**config.mk**
```make
export PLATFORM = sky130hd
export DESIGN_NAME = fetch_fifo
export DESIGN_NICKNAME = d
export VERILOG_FILES = /design/src/rtl/fetch_fifo.sv
export SDC_FILE = /design/constraint.sdc
export NUM_CORES = 1
export LEC_CHECK = 0
export BUFFER_PORTS_ARGS = -buffer_cell sky130_fd_sc_hd__clkbuf_2
export CAP_MARGIN = 20
export CORE_UTILIZATION = 50
export DETAILED_ROUTE_END_ITERATION = 8
export PLACE_DENSITY_LB_ADDON = 0.1
export SKIP_CTS_REPAIR_TIMING = 1
export SYNTH_ARGS = -nofsm -noshare
export SYNTH_HDL_FRONTEND = slang
export SYNTH_SLANG_ARGS = --single-unit
```
**constraint.sdc**
```tcl
create_clock -name clk -period 6.2 [get_ports clk]
set_input_delay 0.93 -clock clk [delete_from_list [all_inputs] [get_ports clk]]
set_output_delay 0.93 -clock clk [all_outputs]
set_load 0.005 [all_outputs]
```
**src/rtl/fetch_fifo.sv**
```systemverilog
`default_nettype none
// ============================================================================
// Module   : fetch_fifo
// Brief    : Instruction/PC buffer between fetch and decode. It supplies
//            pc+4 and a NOP when empty, and flushes in one cycle on a
//            redirect. Optional first-word fall-through under the macro
//            FETCH_FIFO_BYPASS_EN.
// Revision : 1.0 - initial release
// ============================================================================
module fetch_fifo #(
    parameter int WORD_WIDTH = 32,
    parameter int DEPTH      = 4
) (
    input  logic                         clk,
    input  logic                         rst,
    input  logic                         in_valid_i,
    input  logic [WORD_WIDTH-1:0]        in_instr_i,
    input  logic [WORD_WIDTH-1:0]        in_pc_i,
    output logic                         in_ready_o,
    input  logic                         flush_i,
    output logic                         out_valid_o,
    output logic [WORD_WIDTH-1:0]        out_instr_o,
    output logic [WORD_WIDTH-1:0]        out_pc_o,
    output logic [WORD_WIDTH-1:0]        out_pc_plus4_o,
    input  logic                         out_ready_i,
    output logic [$clog2(DEPTH):0]       count_o
);

    localparam int PTR_W = $clog2(DEPTH);
    localparam int CNT_W = PTR_W + 1;
    localparam logic [WORD_WIDTH-1:0] c_nop  = WORD_WIDTH'(32'h0000_0013);
    localparam logic [CNT_W-1:0]      c_full = CNT_W'(DEPTH);

    generate
        if ((DEPTH < 2) || ((DEPTH & (DEPTH - 1)) != 0)) begin : g_bad_depth
            $error("fetch_fifo: DEPTH must be a power of two and at least 2");
        end
    endgenerate

    logic [PTR_W-1:0]        rd_ptr_q, rd_ptr_d;
    logic [PTR_W-1:0]        wr_ptr_q, wr_ptr_d;
    logic [CNT_W-1:0]        count_q, count_d;
    logic [2*WORD_WIDTH-1:0] mem_q [DEPTH];
    logic [2*WORD_WIDTH-1:0] head;
    logic                    empty;
    logic                    full;
    logic                    bypass;
    logic                    push;
    logic                    pop;

    always_comb begin
        empty = (count_q == '0);
        full  = (count_q == c_full);
        head  = mem_q[rd_ptr_q];

        // Full buffer still accepts a word when decode drains the head this cycle.
        in_ready_o = !full || out_ready_i;

`ifdef FETCH_FIFO_BYPASS_EN
        bypass = empty && in_valid_i && !flush_i;
`else
        bypass = 1'b0;
`endif

        out_valid_o = !empty || bypass;

        // A bypassed word consumed in the same cycle never touches storage.
        pop  = out_ready_i && !flush_i && !empty;
        push = in_valid_i && in_ready_o && !flush_i && !(bypass && out_ready_i);

        if (bypass) begin
            out_instr_o = in_instr_i;
            out_pc_o    = in_pc_i;
        end else if (!empty) begin
            out_instr_o = head[2*WORD_WIDTH-1:WORD_WIDTH];
            out_pc_o    = head[WORD_WIDTH-1:0];
        end else begin
            out_instr_o = c_nop;
            out_pc_o    = '0;
        end
        out_pc_plus4_o = out_pc_o + WORD_WIDTH'(4);
        count_o        = count_q;
    end

    always_comb begin
        rd_ptr_d = rd_ptr_q;
        wr_ptr_d = wr_ptr_q;
        count_d  = count_q;
        if (flush_i) begin
            rd_ptr_d = '0;
            wr_ptr_d = '0;
            count_d  = '0;
        end else begin
            if (push) begin
                wr_ptr_d = wr_ptr_q + PTR_W'(1);
            end
            if (pop) begin
                rd_ptr_d = rd_ptr_q + PTR_W'(1);
            end
            case ({push, pop})
                2'b10:   count_d = count_q + CNT_W'(1);
                2'b01:   count_d = count_q - CNT_W'(1);
                default: count_d = count_q;
            endcase
        end
    end

    always_ff @(posedge clk) begin
        if (rst) begin
            rd_ptr_q <= '0;
            wr_ptr_q <= '0;
            count_q  <= '0;
        end else begin
            rd_ptr_q <= rd_ptr_d;
            wr_ptr_q <= wr_ptr_d;
            count_q  <= count_d;
        end
    end

    // Storage is left unreset; validity is tracked by count_q alone.
    always_ff @(posedge clk) begin
        if (push) begin
            mem_q[wr_ptr_q] <= {in_instr_i, in_pc_i};
        end
    end

endmodule
`default_nettype wire

```
==> results of run 1 <==
==> cells by family (layout without fill, tap and decap cells) <==
logic type / after synthesis / in the layout / synth area share (%)
DFF: 265 / 265 / 70.7
and+or+nand+nor: 165 / 165 / 8.25
muxes: 66 / 66 / 13.0
buffers and inverters: 48 / 235 / 2.16
AOI/OAI and AO/OA: 32 / 32 / 2.55
xor gates and xnor gates: 32 / 32 / 2.52
adders and majority gates: 7 / 7 / 0.854
other: 0 / 2 / 0
==> critical path, stage by stage (launching register included) <==
cell and delay (ns):
dfxtp_4 0.78, mux4_2 0.34, nand2_1 0.07, inv_1 0.11, ha_1 0.19, nand3_1 0.16, a2111oi_2 0.56, nand4bb_1 0.48
nor3_1 0.37, xor2_1 0.18, clkbuf_2 0.13
==> worst paths after layout <==
| kind | from | end | depth (start not counted) |
|---|---|---|---|
| worst max register to register | count_o[0] | count_o[2] | 10 |
| worst min-delay path | wr_ptr_q[1] | wr_ptr_q[1] | 2 |
| worst min register to register | wr_ptr_q[1] | wr_ptr_q[1] | 2 |
| worst max-delay path | flip-flop | out_pc_plus4_o[26] | 10 |
==> sequential cells by signal, indices dropped and copies added, names as in the netlist, named ones only <==
| signal | count |
|---|---|
| count_o | 3 |
| wr_ptr_q | 2 |
| rd_ptr_q | 2 |
| mem_q | 256 |
==> metrics by stage <==
stage,power (mW),cells
finish,3.67,1084
global route,3.79,1082
CTS,3.71,1081
detailed placement,2.20,1036
global placement,2.19,1036
floorplan,2.12,615
==> metal layers <==
layer | track usage [%] | vias to the layer above | wire length (um)
li1 | - | 2763 | -
met1 | 25.4 | 3062 | 9130
met2 | 32.9 | 169 | 11100
met3 | 5.00 | 23 | 1630
met4 | 4.25 | 2 | 269
met5 | 0 | - | 13
==> report_power, final <==
| group | leakage [nW] | switching, mW | internal [mW] |
|---|---|---|---|
| logic | 1.81 | 0.0862 | 0.0662 |
| clock network | 0.395 | 0.608 | 0.904 |
| registers | 2.40 | 0.00892 | 1.99 |
==> layout by cell type, fill, tap and decap left out, types with 3 or more instances in the layout <==
cell       instances
nand2_1           35
nor2_1            26
dfxtp_1            7
xnor2_1           13
nand4b_1           3
o21ai_0            4
mux4_2            59
clkbuf_16         27
buf_4              4
mux2i_1            3
a311oi_1           3
and3b_1            4
clkbuf_1          10
ha_1               6
a31oi_1            3
edfxtp_1         256
a21oi_1            6
nor2b_1            3
inv_1             15
mux4_1             3
clkbuf_2         169
and2_4             4
and3_1             3
xor2_1            19
nor3_1             6
a32o_1             3
or2_2              4
and2_1            53
nand3_1            8
nand4_1            3
==> layout make-up <==
class | instances | area (um^2) | share of cell area (%)
Inverter | 16 | 60.1 | 0.460
Clock buffer | 39 | 741 | 5.67
Clock inverter | 6 | 83.8 | 0.642
Antenna cell | 2 | 5.00 | 0.0383
Multi-Input combinational cell | 302 | 3040 | 23.3
Sequential cell | 265 | 7880 | 60.3
Tap cell | 280 | 350 | 2.68
Timing Repair Buffer | 174 | 903 | 6.92
==> reports/metrics.cfg, run 1 <==
[synth]
synth_cell_types=52
synth_area_mm2=0.0111
syn-num-nets=691
synth_top_cell_by_area=edfxtp_1
synth_top_area_share_pct=69.0
ys_seq_elements=265
ys_seq_area_share_pct=70.7
synth_commonest_cells=256 x edfxtp_1, 59 x mux4_2, 57 x and2_1, 35 x nand2_1, 26 x nor2_1
synth-async-reset-ratio_pct=0
synth.most_common_cell=edfxtp_1
yosys_most_used_dff=edfxtp_1
synth_cells=615
synth_area_leaders=edfxtp_1 69%, mux4_2 12%, and2_1 3.2%, dfxtp_1 1.6%, xor2_1 1.5%
synth_edf_count=256
synth_area_per_cell_um2=18.1
yosys_warnings=0

[detailed_routing]
vias=6019
wl_per_cell_um=20.4
drcViolationCount=0
first_iter_violations=387
antenna_left=0
drt_wl_total_mm=22.2
drt_pass1_iterations=5
viasPerCell=5.55

[sta]
worst-slew-pin-transition_ns=1.05
final.setup.tns_ns=0
max-slew-margin-rel_pct=30.3
worst_slack_ns=1.35
fin_worst_skew_ns=0.0117
fmax_ghz=0.206
rsz0062_at_grt=false
hold_viol_final=0
setup_viol=0
slew_viol_final=0
period_share_pct=78.2
hold_slack_ns=0.519
fin_crit_ns=4.85

[cells_and_area]
nFillCells=1642
area_growth_pct=17.3
fin_util_pct=59.8
fin_nets=862
stdcell_area_mm2=0.0131
final_layout_size_suffix_gt1_share_pct=35.7

[grt]
antenna_found_initial=3
grt_usage_pct=19.5
gr-total-overflow=0
grt_pass1_wl_mm=33.1
grt_max_degree=65
grt_pass1_vias=5975

[clock_tree]
root_buffer=clkbuf_16
cts_sinks=265
cts_tree=yes
clock_latency_ns=0.52
cts_buffer_depth=3
htree_levels=1
cts_made_buffers=27
clkTransAtPathRegs_ns=0.06

[floorplan]
dieArea_mm2=0.0229
num_rows=54
start_util_pct=51.0
die_h_um=151
num_io_pins=170
core_area_mm2=0.0218
die_x_um=151

[critical_path]
critical_path_class=reg2out
end_kind=output pin
required_ns=5.27
r2r_setup_slack_ns=3.45
cp_max_fo=47
crit_arrival_ns=3.92
cp-start-kind=flip-flop

[run]
cap_viol_max_count=0

[place]
preCtsSetupSlack_ns=1.49
gp_congestion=0.775
io_buffers=169
hpwlAfterDp_mm=13.3
placedInstanceArea_mm2=0.0122

[run_status]
status=finished, final reports clean

[hold_path]
holdCritPathClass=reg2reg

[power]
cellPowerDensity_mw_per_mm2=281
peakVddDrop_uv=257
p_leak_nw=4.60

Note: power is estimated with default switching activity, not from simulation.
==> run 2, diff against run 1 <==
--- a/config.mk
+++ b/config.mk
@@ -5,6 +5,7 @@
 export SDC_FILE = /design/constraint.sdc
 export NUM_CORES = 1
 export LEC_CHECK = 0
+export ABC_AREA = 1
 export BUFFER_PORTS_ARGS = -buffer_cell sky130_fd_sc_hd__clkbuf_2
 export CAP_MARGIN = 20
 export CORE_UTILIZATION = 50
==> constraint.sdc (replaced) <==
create_clock -name clk -period 5.06 [get_ports clk]
set_input_delay 0.759 -clock clk [delete_from_list [all_inputs] [get_ports clk]]
set_output_delay 0.759 -clock clk [all_outputs]
set_load 0.005 [all_outputs]
==> reports/metrics.cfg, run 2 <==
[critical_path]
worst_path_max_delay_cell=dfxtp_4
path_depth=13  ; +3
cpLargestDelayFamily=buffers and inverters
cp-start-kind=flip-flop
cp_common_cell=nand2_1
slowest_delay_ns=0.63  ; -0.15 ns
reg2reg_depth=12  ; +2
crit_buf_inv=3  ; +1
crit_arrival_ns=3.45  ; -0.47 ns
critical_path_class=reg2out
crit_chain=clkinv_2, buf_4, nand2_1, nand3_1, nand2_1, nand2_1, nor2_1, nand2_1, nor2_1, nand3_1, nand2_1, nand2_1, clkbuf_2
end_kind=output pin
cp_max_fo=40  ; -15%
required_ns=4.30  ; -0.97 ns

[detailed_routing]
antenna_left=0  ; unchanged
drt_wl_total_mm=26.4  ; +19%
vias=8162  ; +36%
first_iter_violations=597  ; +54%
drt_pass1_iterations=5  ; unchanged
drcViolationCount=0  ; unchanged
viasPerCell=5.05  ; -9.0%
wl_per_cell_um=16.4  ; -20%

[synth]
synth-async-reset-ratio_pct=0  ; unchanged
synth_edf_count=256  ; unchanged
synth_area_mm2=0.0119  ; +6.6%
yosys_warnings=0  ; unchanged
synth.most_common_cell=nand2_1
synth_area_leaders=edfxtp_1 65%, nand2_1 8.3%, nor2_1 6.3%, o21ai_0 3.2%, nand3_1 3.0%
synth_cells=1119  ; +82%
ys_seq_area_share_pct=66.3  ; -4.4 points
synth_top_area_share_pct=64.7  ; -4.3 points
syn-num-nets=1195  ; +73%
synth_top_cell_by_area=edfxtp_1
synth_area_per_cell_um2=10.6  ; -41%
ys_seq_elements=265  ; unchanged
synth_cell_types=30  ; -42%
yosys_most_used_dff=edfxtp_1
synth_commonest_cells=263 x nand2_1, 256 x edfxtp_1, 200 x nor2_1, 76 x o21ai_0, 72 x nand3_1

[sta]
fmax_ghz=0.237
worst-slew-pin-transition_ns=1.02  ; -0.0219 ns
fin_crit_ns=4.21
setup_viol=0  ; unchanged
fin_worst_skew_ns=0.00746  ; -0.00423 ns
period_share_pct=83.3
hold_viol_final=0  ; unchanged
hold_slack_ns=0.438  ; -0.0806 ns
max-slew-margin-rel_pct=31.7  ; +1.5 points
rsz0062_at_grt=false
final.setup.tns_ns=0  ; unchanged
slew_viol_final=0  ; unchanged

[clock_tree]
cts_buffer_depth=3  ; unchanged
cts_made_buffers=28  ; +3.7%
clkTransAtPathRegs_ns=0.06  ; about the same
cts_tree=yes
cts_sinks=265  ; unchanged
htree_levels=1  ; unchanged
root_buffer=clkbuf_16
clock_latency_ns=0.53  ; about the same

[grt]
gr-total-overflow=0  ; unchanged
grt_pass1_vias=7661  ; +28%
grt_max_degree=91  ; +40%
grt_pass1_wl_mm=41.2  ; +25%
antenna_found_initial=1  ; -2
grt_usage_pct=22.1  ; +2.7 points

[place]
hpwlAfterDp_mm=16.3  ; +22%
placedInstanceArea_mm2=0.0129  ; +5.8%
dp.cells=1564  ; +51%
io_buffers=169  ; unchanged
gp_congestion=0.950  ; +23%

[run]
cap_viol_max_count=0  ; unchanged

[cells_and_area]
stdcell_area_mm2=0.0138  ; +5.5%
regMostFlops=mem_q
finalNonFillerCells=1615  ; +49%
layout_commonest_cell=nand2_1
largest_register_ffs=256  ; unchanged
fin_nets=1351  ; +57%
seqCellArea_mm2=0.00787  ; about the same
final_cell_mix=263 x nand2_1, 256 x edfxtp_1, 196 x nor2_1
final_layout_size_suffix_gt1_share_pct=22.3  ; -13 points
n_antenna_cell=0  ; -2
multi_input_area_mm2=0.00347  ; +14%
nFillCells=2024  ; +23%
area_growth_pct=16.1

[power]
p_leak_nw=5.32  ; +15%
cellPowerDensity_mw_per_mm2=335  ; +19%
peakVddDrop_uv=283  ; +10%

[floorplan]
core_area_mm2=0.0234  ; +7.2%
dieArea_mm2=0.0244  ; +6.6%
num_rows=56  ; +3.7%
die_x_um=156  ; +3.2%
die_h_um=156  ; +3.2%
start_util_pct=50.7  ; -0.28 points
num_io_pins=170  ; unchanged

[hold_path]
holdPathStages=1  ; -1
holdCritPathClass=in2reg

[run_status]
status=finished, final reports clean

-- run 2: worst register-to-register path: cells and delay by family (launching register included) --
family | cells | cell delay, ns
AO/OA/AOI/OAI | 4 | 0.48
adder cells (fa/ha/maj) | 2 | 0.59
buffers and inverters | 3 | 0.81
flip-flops | 1 | 0.40
AND/OR/NAND/NOR | 3 | 0.82
-- run 2: final timing paths --
kind	slack, ns	endpoint	start
worst min register to register	0.46	flip-flop	rd_ptr_q[1]
worst max-delay path	0.85	out_pc_plus4_o[28]	flip-flop
worst min-delay path	0.44	mem_q[2][60]	in_instr_i[28]
worst max register to register	1.87	count_o[2]	count_o[0]
-- run 2: cells by family after synthesis --
group | share of synthesized area [%]
buffers and inverters | 4.75
and+or+nand+nor | 21.7
DFF | 66.3
AOI/OAI and AO/OA | 5.28
xor gates and xnor gates | 1.17
adders and majority gates | 0.801
-- run 2: final cells by class --
class | count | share of cell area (%)
timing repair buffer | 180 | 6.92
inverter | 58 | 1.59
multi-input combinational | 742 | 25.2
clock inverter | 9 | 0.372
tap | 319 | 2.90
clock buffer | 42 | 5.91
sequential | 265 | 57.1
-- run 2: layer usage --
| layer | routed length (um) | share of wire [%] | global-route usage (%) |
|---|---|---|---|
| met5 | 0 | 0 | 0 |
| met4 | 436 | 1.7 | 5.65 |
| met3 | 1650 | 6.2 | 4.61 |
| met2 | 12400 | 47 | 36.8 |
| met1 | 12000 | 45 | 29.6 |
-- run 2: per-stage QoR --
step,power (mW),setup slack [ns],utilization (%)
6_report,4.62,0.846,58.9
5_1_grt,4.77,0.517,58.9
4_1_cts,4.66,0.808,58.9
3_5_place_dp,2.77,1.39,55.2
3_3_place_gp,2.77,1.41,55.2
2_1_floorplan,2.65,0.485,-
-- run 2: power by group --
group	switching (mW)	internal, mW
Clock	0.786	1.11
Sequential	0.00993	2.45
Combinational	0.179	0.0884
Total	0.975	3.64
==> run 3, diff against run 2 <==
==> constraint.sdc (replaced) <==
create_clock -name clk -period 3.9 [get_ports clk]
set_input_delay 0.585 -clock clk [delete_from_list [all_inputs] [get_ports clk]]
set_output_delay 0.585 -clock clk [all_outputs]
set_load 0.005 [all_outputs]
==> reports/metrics.cfg, run 3 (synthesized netlist as in run 2, its figures left out) <==
[detailed_routing]
first_iter_violations=588  ; -1.5%
antenna_left=0  ; unchanged
drcViolationCount=0  ; unchanged
vias=8273  ; +1.4%
wl_per_cell_um=16.6  ; +1.7%
drt_pass1_iterations=5  ; unchanged
drt_wl_total_mm=26.9  ; +1.8%
viasPerCell=5.12  ; +1.2%

[cells_and_area]
fin_util_pct=59.0  ; +0.11 points
final_cell_mix=263 x nand2_1, 256 x edfxtp_1, 196 x nor2_1
final_layout_size_suffix_gt1_share_pct=22.1  ; -0.19 points
n_antenna_cell=0  ; unchanged
stdcell_area_mm2=0.0138  ; +0.18%
regMostFlops=mem_q
layout_commonest_cell=nand2_1
finalNonFillerCells=1617  ; +0.12%
largest_register_ffs=256  ; unchanged
fin_nets=1354  ; +0.22%
area_growth_pct=16.3

[hold_path]
holdPathStages=1  ; unchanged
min-delay-start=in_instr_i[19]
min_to=mem_q[0][51]
holdCritPathClass=in2reg

[clock_tree]
clock_latency_ns=0.54  ; about the same
clkTransAtPathRegs_ns=0.06  ; about the same
htree_levels=1  ; unchanged
cts_made_buffers=27  ; -3.6%
cts_buffer_depth=3  ; unchanged
root_buffer=clkbuf_16
cts_sinks=265  ; unchanged
cts_tree=yes

[sta]
max-slew-margin-rel_pct=53.0  ; +21 points
rsz0062_at_grt=false
fin_crit_ns=3.60
hold_viol_final=0  ; unchanged
worst-slew-pin-transition_ns=0.704  ; -0.320 ns
worst_slack_ns=0.300  ; -0.546 ns
slew_viol_final=0  ; unchanged
period_share_pct=92.3
fmax_ghz=0.278
setup_viol=0  ; unchanged
fin_worst_skew_ns=0.0105  ; +0.00305 ns

[place]
io_buffers=169  ; unchanged
hpwlAfterDp_mm=16.6  ; +1.5%
dp.cells=1568  ; +0.26%
preCtsSetupSlack_ns=0.791  ; -0.594 ns
placedInstanceArea_mm2=0.0130  ; +0.52%
gp_congestion=0.915  ; -3.7%

[floorplan]
die_x_um=156  ; unchanged
num_rows=56  ; unchanged
die_h_um=156  ; unchanged
num_io_pins=170  ; unchanged
core_area_mm2=0.0234  ; unchanged
start_util_pct=50.7  ; unchanged
dieArea_mm2=0.0244  ; unchanged

[power]
cellPowerDensity_mw_per_mm2=430  ; +28%
peakVddDrop_uv=348  ; +23%
totalPowerFinal_mw=5.93  ; +29%
p_leak_nw=5.33  ; +0.29%

[critical_path]
crit_arrival_ns=3.02  ; -0.43 ns
reg2reg_to=count_o[2]
reg2reg_depth=12  ; unchanged
required_ns=3.31  ; -0.99 ns
end_kind=output pin
critical_path_class=reg2out
cp-start-kind=flip-flop
r2r_setup_slack_ns=1.13  ; -0.74 ns
r2r_start=count_o[0]
cp_max_fo=31  ; -23%

[grt]
grt_usage_pct=22.6  ; +0.48 points
antenna_found_initial=1  ; unchanged
grt_pass1_vias=7900  ; +3.1%
gr-total-overflow=0  ; unchanged
grt_max_degree=65  ; -29%
grt_pass1_wl_mm=42.2  ; +2.4%

[run]
cap_viol_max_count=0  ; unchanged

[run_status]
status=finished, final reports clean

[run 3: cell count changes in the layout (fill, tap and decap cells not counted), moves of 2 or more]
cell,change
clkbuf_8,-4
clkbuf_16,-2
buf_6,+2
clkinvlp_4,-3
buf_12,+3
clkinv_1,+4
[run 3: per-stage QoR]
stage | TNS [ns] | hold WS [ns]
floorplan | -128.30 | 0.436
global placement | 0 | 0.450
detailed placement | 0 | 0.461
CTS | 0 | 0.229
global route | 0 | 0.235
finish | 0 | 0.252
[run 3: worst max-delay path by stage]
stage                      from                 end  slack, ns  cells past startpoint
global placement     count_o[0]  out_pc_plus4_o[31]       0.81                     13
detailed placement   count_o[0]  out_pc_plus4_o[31]       0.79                     13
CTS                  count_o[0]  out_pc_plus4_o[31]       0.19                     13
floorplan           out_ready_i         mem_q[0][0]      -0.50                      6
finish                flip-flop  out_pc_plus4_o[31]       0.30                     13
global route         count_o[0]  out_pc_plus4_o[18]       0.04                     12
[run 3: power by group]
part	internal, mW	total (mW)	switching (mW)
clock	1.35	2.40	1.05
sequential	3.17	3.19	0.0128
combinational	0.117	0.351	0.234
total	4.64	5.93	1.29
[run 3: critical path, cell delays in order, from the launching register on]
cell      delay [ns]
dfxtp_2         0.57
inv_2           0.19
buf_4           0.30
nand3_1         0.17
nand2_1         0.09
inv_1           0.05
nand2_1         0.07
nor2_4          0.19
nand2_1         0.23
nor2_2          0.27
nand2_1         0.09
nand2_1         0.06
nand2_1         0.07
clkbuf_2        0.11
[run 3: layer usage]
| metal | global-route usage (%) | part of all wire, % |
|---|---|---|
| met5 | 0 | 0 |
| met4 | 4.90 | 1.6 |
| met3 | 4.83 | 7.2 |
| met2 | 38.4 | 48 |
| met1 | 29.8 | 43 |
[run 3: layout make-up]
class / instances / area (um^2)
clock buffers: 36 / 709
clock inverters: 13 / 105
fillers: 2052 / 9600
inverters: 58 / 220
multi-input cells: 742 / 3470
flip-flops and latches: 265 / 7870
well taps: 319 / 399
repair buffers: 184 / 1030
